[src/rtl/bus_arbiter_3x1.sv]
// Three-source round-robin bus arbiter with one-cycle grant latency,
// per-grant beat limit, end-of-burst release and request-withdrawal abort.
module bus_arbiter_3x1 #(
  parameter int MAX_BEATS = 8,
  parameter int CNT_WIDTH = 8
) (
  input  logic       clk,
  input  logic       rst_n,
  input  logic [2:0] req_in,
  input  logic [2:0] last_in,
  input  logic       bus_ready_in,
  output logic [1:0] select_3x1,
  output logic [2:0] grant_out,
  output logic       bus_valid_out,
  output logic       busy_out,
  output logic       abort_out
);

  typedef enum logic {IDLE = 1'b0, GRANT = 1'b1} state_e;

  localparam logic [CNT_WIDTH-1:0] MAX_CNT = CNT_WIDTH'(MAX_BEATS);

  state_e               state_q, state_d;
  logic [1:0]           ptr_q, ptr_d;
  logic [CNT_WIDTH-1:0] cnt_q, cnt_d;
  logic [2:0]           grant_q, grant_d;
  logic                 abort_q, abort_d;

  logic [1:0]           gidx, next_ptr, k;
  logic [2:0]           pick;
  logic                 found, req_g, last_g, valid;
  logic [CNT_WIDTH-1:0] cnt_inc;

  always_ff @(posedge clk or negedge rst_n) begin
    if (!rst_n) begin
      state_q <= IDLE;
      ptr_q   <= 2'd0;
      cnt_q   <= '0;
      grant_q <= 3'b000;
      abort_q <= 1'b0;
    end else begin
      state_q <= state_d;
      ptr_q   <= ptr_d;
      cnt_q   <= cnt_d;
      grant_q <= grant_d;
      abort_q <= abort_d;
    end
  end

  // Granted index is recovered from the one-hot grant; zero grant maps to 0.
  always_comb begin
    case (grant_q)
      3'b010:  gidx = 2'd1;
      3'b100:  gidx = 2'd2;
      default: gidx = 2'd0;
    endcase
    next_ptr = (gidx == 2'd2) ? 2'd0 : gidx + 2'd1;
    req_g    = |(req_in & grant_q);
    last_g   = |(last_in & grant_q);
    valid    = (state_q == GRANT) && req_g;
    cnt_inc  = cnt_q + CNT_WIDTH'(1);
  end

  // Round-robin scan starting at the pointer, wrapping 2 -> 0.
  always_comb begin
    pick  = 3'b000;
    found = 1'b0;
    k     = 2'd0;
    for (int i = 0; i < 3; i++) begin
      k = 2'((int'(ptr_q) + i) % 3);
      if (!found && req_in[k]) begin
        pick[k] = 1'b1;
        found   = 1'b1;
      end
    end
  end

  always_comb begin
    state_d = state_q;
    ptr_d   = ptr_q;
    cnt_d   = cnt_q;
    grant_d = grant_q;
    abort_d = 1'b0;
    if (state_q == IDLE) begin
      if (found) begin
        state_d = GRANT;
        grant_d = pick;
        cnt_d   = '0;
      end
    end else begin
      if (!req_g) begin
        state_d = IDLE;
        grant_d = 3'b000;
        cnt_d   = '0;
        ptr_d   = next_ptr;
        abort_d = 1'b1;
      end else if (bus_ready_in) begin
        // last_in and the beat limit together still give one plain release.
        if (last_g || (cnt_inc == MAX_CNT)) begin
          state_d = IDLE;
          grant_d = 3'b000;
          cnt_d   = '0;
          ptr_d   = next_ptr;
        end else begin
          cnt_d = cnt_inc;
        end
      end
    end
  end

  always_comb begin
    grant_out     = grant_q;
    select_3x1    = gidx;
    busy_out      = (state_q == GRANT);
    bus_valid_out = valid;
    abort_out     = abort_q;
  end

endmodule
[config.mk]
export PLATFORM = sky130hd
export DESIGN_NAME = bus_arbiter_3x1
export DESIGN_NICKNAME = d
export VERILOG_FILES = /design/src/rtl/bus_arbiter_3x1.sv
export SDC_FILE = /design/constraint.sdc
export NUM_CORES = 1
export LEC_CHECK = 0
export BUFFER_PORTS_ARGS = -buffer_cell sky130_fd_sc_hd__buf_2
export CORE_ASPECT_RATIO = 1.2
export CORE_UTILIZATION = 45
export DETAILED_ROUTE_END_ITERATION = 12
export PLACE_DENSITY = 0.71
export SLEW_MARGIN = 20
export SYNTH_ARGS = -nofsm -noshare
export SYNTH_HDL_FRONTEND = slang
export SYNTH_SLANG_ARGS = --single-unit
[constraint.sdc]
create_clock -name clk -period 4.5 [get_ports clk]
set_clock_uncertainty 0.15 [all_clocks]
set_input_delay 0.225 -clock clk [delete_from_list [all_inputs] [get_ports clk]]
set_output_delay 0.225 -clock clk [all_outputs]
set_load 0.05 [all_outputs]
==> run_results.csv <==
group,metric,value,unit
logic_synthesis,synth_nets,142,
sta,fmax,0.3871,GHz
route,post_drt_wl_per_cell,13.93,microns
critical_path,worstRegToRegCells,8,
logic_synthesis,netlist.top_cell.by_area,"dfrtp_1",
worst_hold_path,worstHoldPathCells,2,
critical_path,worstPathRequired,4570,ps
global_route,grt_pass1_wl,4043,microns
power_and_ir_drop,p_leak,0.5761,nW
placed_design,port_buffers,16,
placed_design,globalplace.congestion,0.8299,
sta,min_period,2583,ps
global_route,grt_max_degree,16,
logic_synthesis,ys_ff_latch,15,
logic_synthesis,yosys.cell_types.count,44,
logic_synthesis,synth_warnings,0,
cells_and_area,postLayoutCoreUtil,54.30,%
cts,cts.sinks,15,
cells_and_area,area_delta_synth_final,11.47,%
logic_synthesis,yosys.area.top_type_share,33.08,%
route,vias,1015,
floorplanning,die_y,57.01,microns
critical_path,worstReg2RegEnd,"grant_out[1]$_DFFE_PN0P_",
route,drtAntennaViolNets,0,
sta,rsz0062_at_grt,"no",
critical_path,r2r_setup_slack,1920,ps
floorplanning,rows,19,
placed_design,place_area,1229,sq um
placed_design,dpl.hpwl,1949,microns
critical_path,r2r-start,"ptr_q[0]$_DFFE_PN0P_",
sta,worst_slack,1917,ps
critical_path,worstPathMaxFanout,13,
route,viasPerCell,5.833,
logic_synthesis,postSynthCellCount,127,
sta,worst_slew_pin_slew,511.5,ps
critical_path,setup.worst_path.end_class,"flip-flop",
cells_and_area,finalNetCount,159,
route,dr.pass1.iters,4,
cells_and_area,stdcell_area,1265,sq um
power_and_ir_drop,power.density,617.2,nW/um^2
global_route,grt_pass1_vias,955,
sta,finalSetupViolCount,0,
cells_and_area,diodes,0,
floorplanning,start_util,48.71,%
critical_path,cp-start-kind,"flip-flop",
critical_path,cp.arrival,2660,ps
cts,postCtsSetupBuffers,0,
floorplanning,core,2330,sq um
cts,cts_tree,"built",
worst_hold_path,hold_path.startpoint,"req_in[1]",
sta,slew_headroom,65.90,%
outcome,status,"finished, final reports clean",
run,max_cap_viol_count,0,
global_route,track_usage,20.53,%
sta,slew_violations,0,
cells_and_area,fill_cells,250,
cells_and_area,drive_gt1_share,18.88,%
logic_synthesis,synth_edf_count,0,
floorplanning,io_pins,17,
logic_synthesis,synth_area,1135,sq um
cts,path_clk_slew,90,ps
worst_hold_path,hp-class,"input port to flip-flop",
cts,cts_inserted_buffers,3,
route,drt-total-wl,2424,microns
cts,cts_root_buf,"clkbuf_4",
cells_and_area,final_cell_mix,"buf_2 (16), nand2_1 (15), dfrtp_1 (15)",
floorplanning,die_w,47.84,microns
cts,clock_latency,280,ps
critical_path,crit_type,"flip-flop to flip-flop",
logic_synthesis,synthArstFlopShare,100.0,%
floorplanning,die_area,2727,sq um
sta,fin_crit_sh,57.41,%
sta,hold_violations,0,
cts,clk_path_buf_depth,2,
cells_and_area,final_common_cell,"buf_2",
placed_design,pre_cts_ws,1929,ps
logic_synthesis,ys.flop_type,"dfrtp_1",
logic_synthesis,synthTopCellsByArea,"dfrtp_1 (33%), ha_1 (6.6%), nand2_1 (5.0%)",
logic_synthesis,avgSynthCellArea,8.936,sq um
logic_synthesis,synth-seq-area-share,33.08,%
route,post-route-drc-count,0,
route,drt_iter0_drc,24,
cts,htreeDepth,1,
power_and_ir_drop,vdd_drop_max,0.3262,mV
sta,tns,0,ps
global_route,antenna_found_initial,0,
global_route,grt-ovfl-total,0,
worst_hold_path,min_to,"grant_out[1]$_DFFE_PN0P_",
-- synth_stat cells (2+ instances only) --
library cell	number
nand4_1	2
mux2i_1	3
nand2_1	15
clkbuf_1	2
a21o_1	2
nand2b_1	5
a21oi_1	5
nand3_1	2
dfrtp_1	15
a31oi_1	2
a211oi_2	2
a31o_2	2
and3_1	4
o21ai_0	5
mux2_1	2
ha_1	6
xnor2_1	3
nor3_1	2
o2bb2ai_1	2
buf_2	2
inv_1	8
a222oi_1	2
nor2_1	7
nor3b_1	2
o21bai_1	2
a22oi_1	2
o31ai_1	4
-- metal layers --
layer  routed length (microns)  GRT usage, %
met5                         0             0
met4                        97         10.71
met3                        79         2.848
met2                      1239         33.59
met1                      1008         25.05
-- stage by stage --
stage	cells	total power, mW	hold slack, ps
CTS	174	0.7857	139.4
detailed placement	169	0.7101	1.326
floorplan	127	0.6089	-220.6
finish	174	0.7808	139.0
global placement	169	0.7013	-5.725
global route	174	0.8452	142.3
-- registers in the layout, indices dropped and copies added, names as in the netlist --
signal	count
abort_out	1
busy_out	1
cnt_q	8
ptr_q	2
grant_out	3
-- what timing repair did --
item / in CTS / in global routing
gates resized for setup: 0 / 0
hold buffers: 1 / 0
endpoints found under the setup margin: 0 / 0
hold endpoints to repair: 15 / 0
-- cell type report --
| type | instances | area, sq um | area share, % |
|---|---|---|---|
| clock buffers | 4 | 26.28 | 2.077 |
| inverters | 8 | 30.03 | 2.374 |
| multi-input cells | 99 | 704.4 | 55.69 |
| flip-flops and latches | 15 | 375.4 | 29.67 |
| well taps | 31 | 38.79 | 3.066 |
| repair buffers | 17 | 90.09 | 7.122 |
-- cell families (layout without fill, tap and decap cells) --
group           count (synthesis)  in the layout  synth area share (%)
compound gates                 39             39                 27.23
simple gates                   45             45                 20.51
mux                             5              5                 4.631
fa+ha+maj                       6              6                 6.615
xor+xnor                        4              4                 3.088
buf+inv                        13             29                 4.852
flops                          15             15                 33.08
-- worst max-delay path, stage by stage (launching register included) --
cell and delay [ps]:
dfrtp_1 400, inv_1 80, ha_1 410, a22o_1 230
a211oi_2 220, a31oi_1 110, o31ai_4 520, nand2b_1 240
a32o_1 150
-- report_power, final --
| part | internal [mW] | switching (mW) | leakage, nW | total (mW) |
|---|---|---|---|---|
| clock network | 0.0344 | 0.0404 | 0.0150 | 0.0749 |
| registers | 0.168 | 0.0444 | 0.199 | 0.212 |
| logic | 0.163 | 0.330 | 0.363 | 0.494 |
| total | 0.366 | 0.415 | 0.576 | 0.781 |
-- worst max-delay path by stage --
| stage | startpoint | end | slack, ps |
|---|---|---|---|
| global placement | ptr_q[0]$_DFFE_PN0P_ | grant_out[1]$_DFFE_PN0P_ | 2010 |
| CTS | ptr_q[0]$_DFFE_PN0P_ | grant_out[1]$_DFFE_PN0P_ | 1920 |
| global route | ptr_q[0]$_DFFE_PN0P_ | grant_out[1]$_DFFE_PN0P_ | 1700 |
| floorplan | grant_out[1]$_DFFE_PN0P_ | cnt_q[7]$_DFFE_PN0P_ | 1760 |
| finish | ptr_q[0]$_DFFE_PN0P_ | grant_out[1]$_DFFE_PN0P_ | 1920 |
| detailed placement | ptr_q[0]$_DFFE_PN0P_ | grant_out[1]$_DFFE_PN0P_ | 1930 |
No activity file was read; power rests on OpenSTA's default activity.
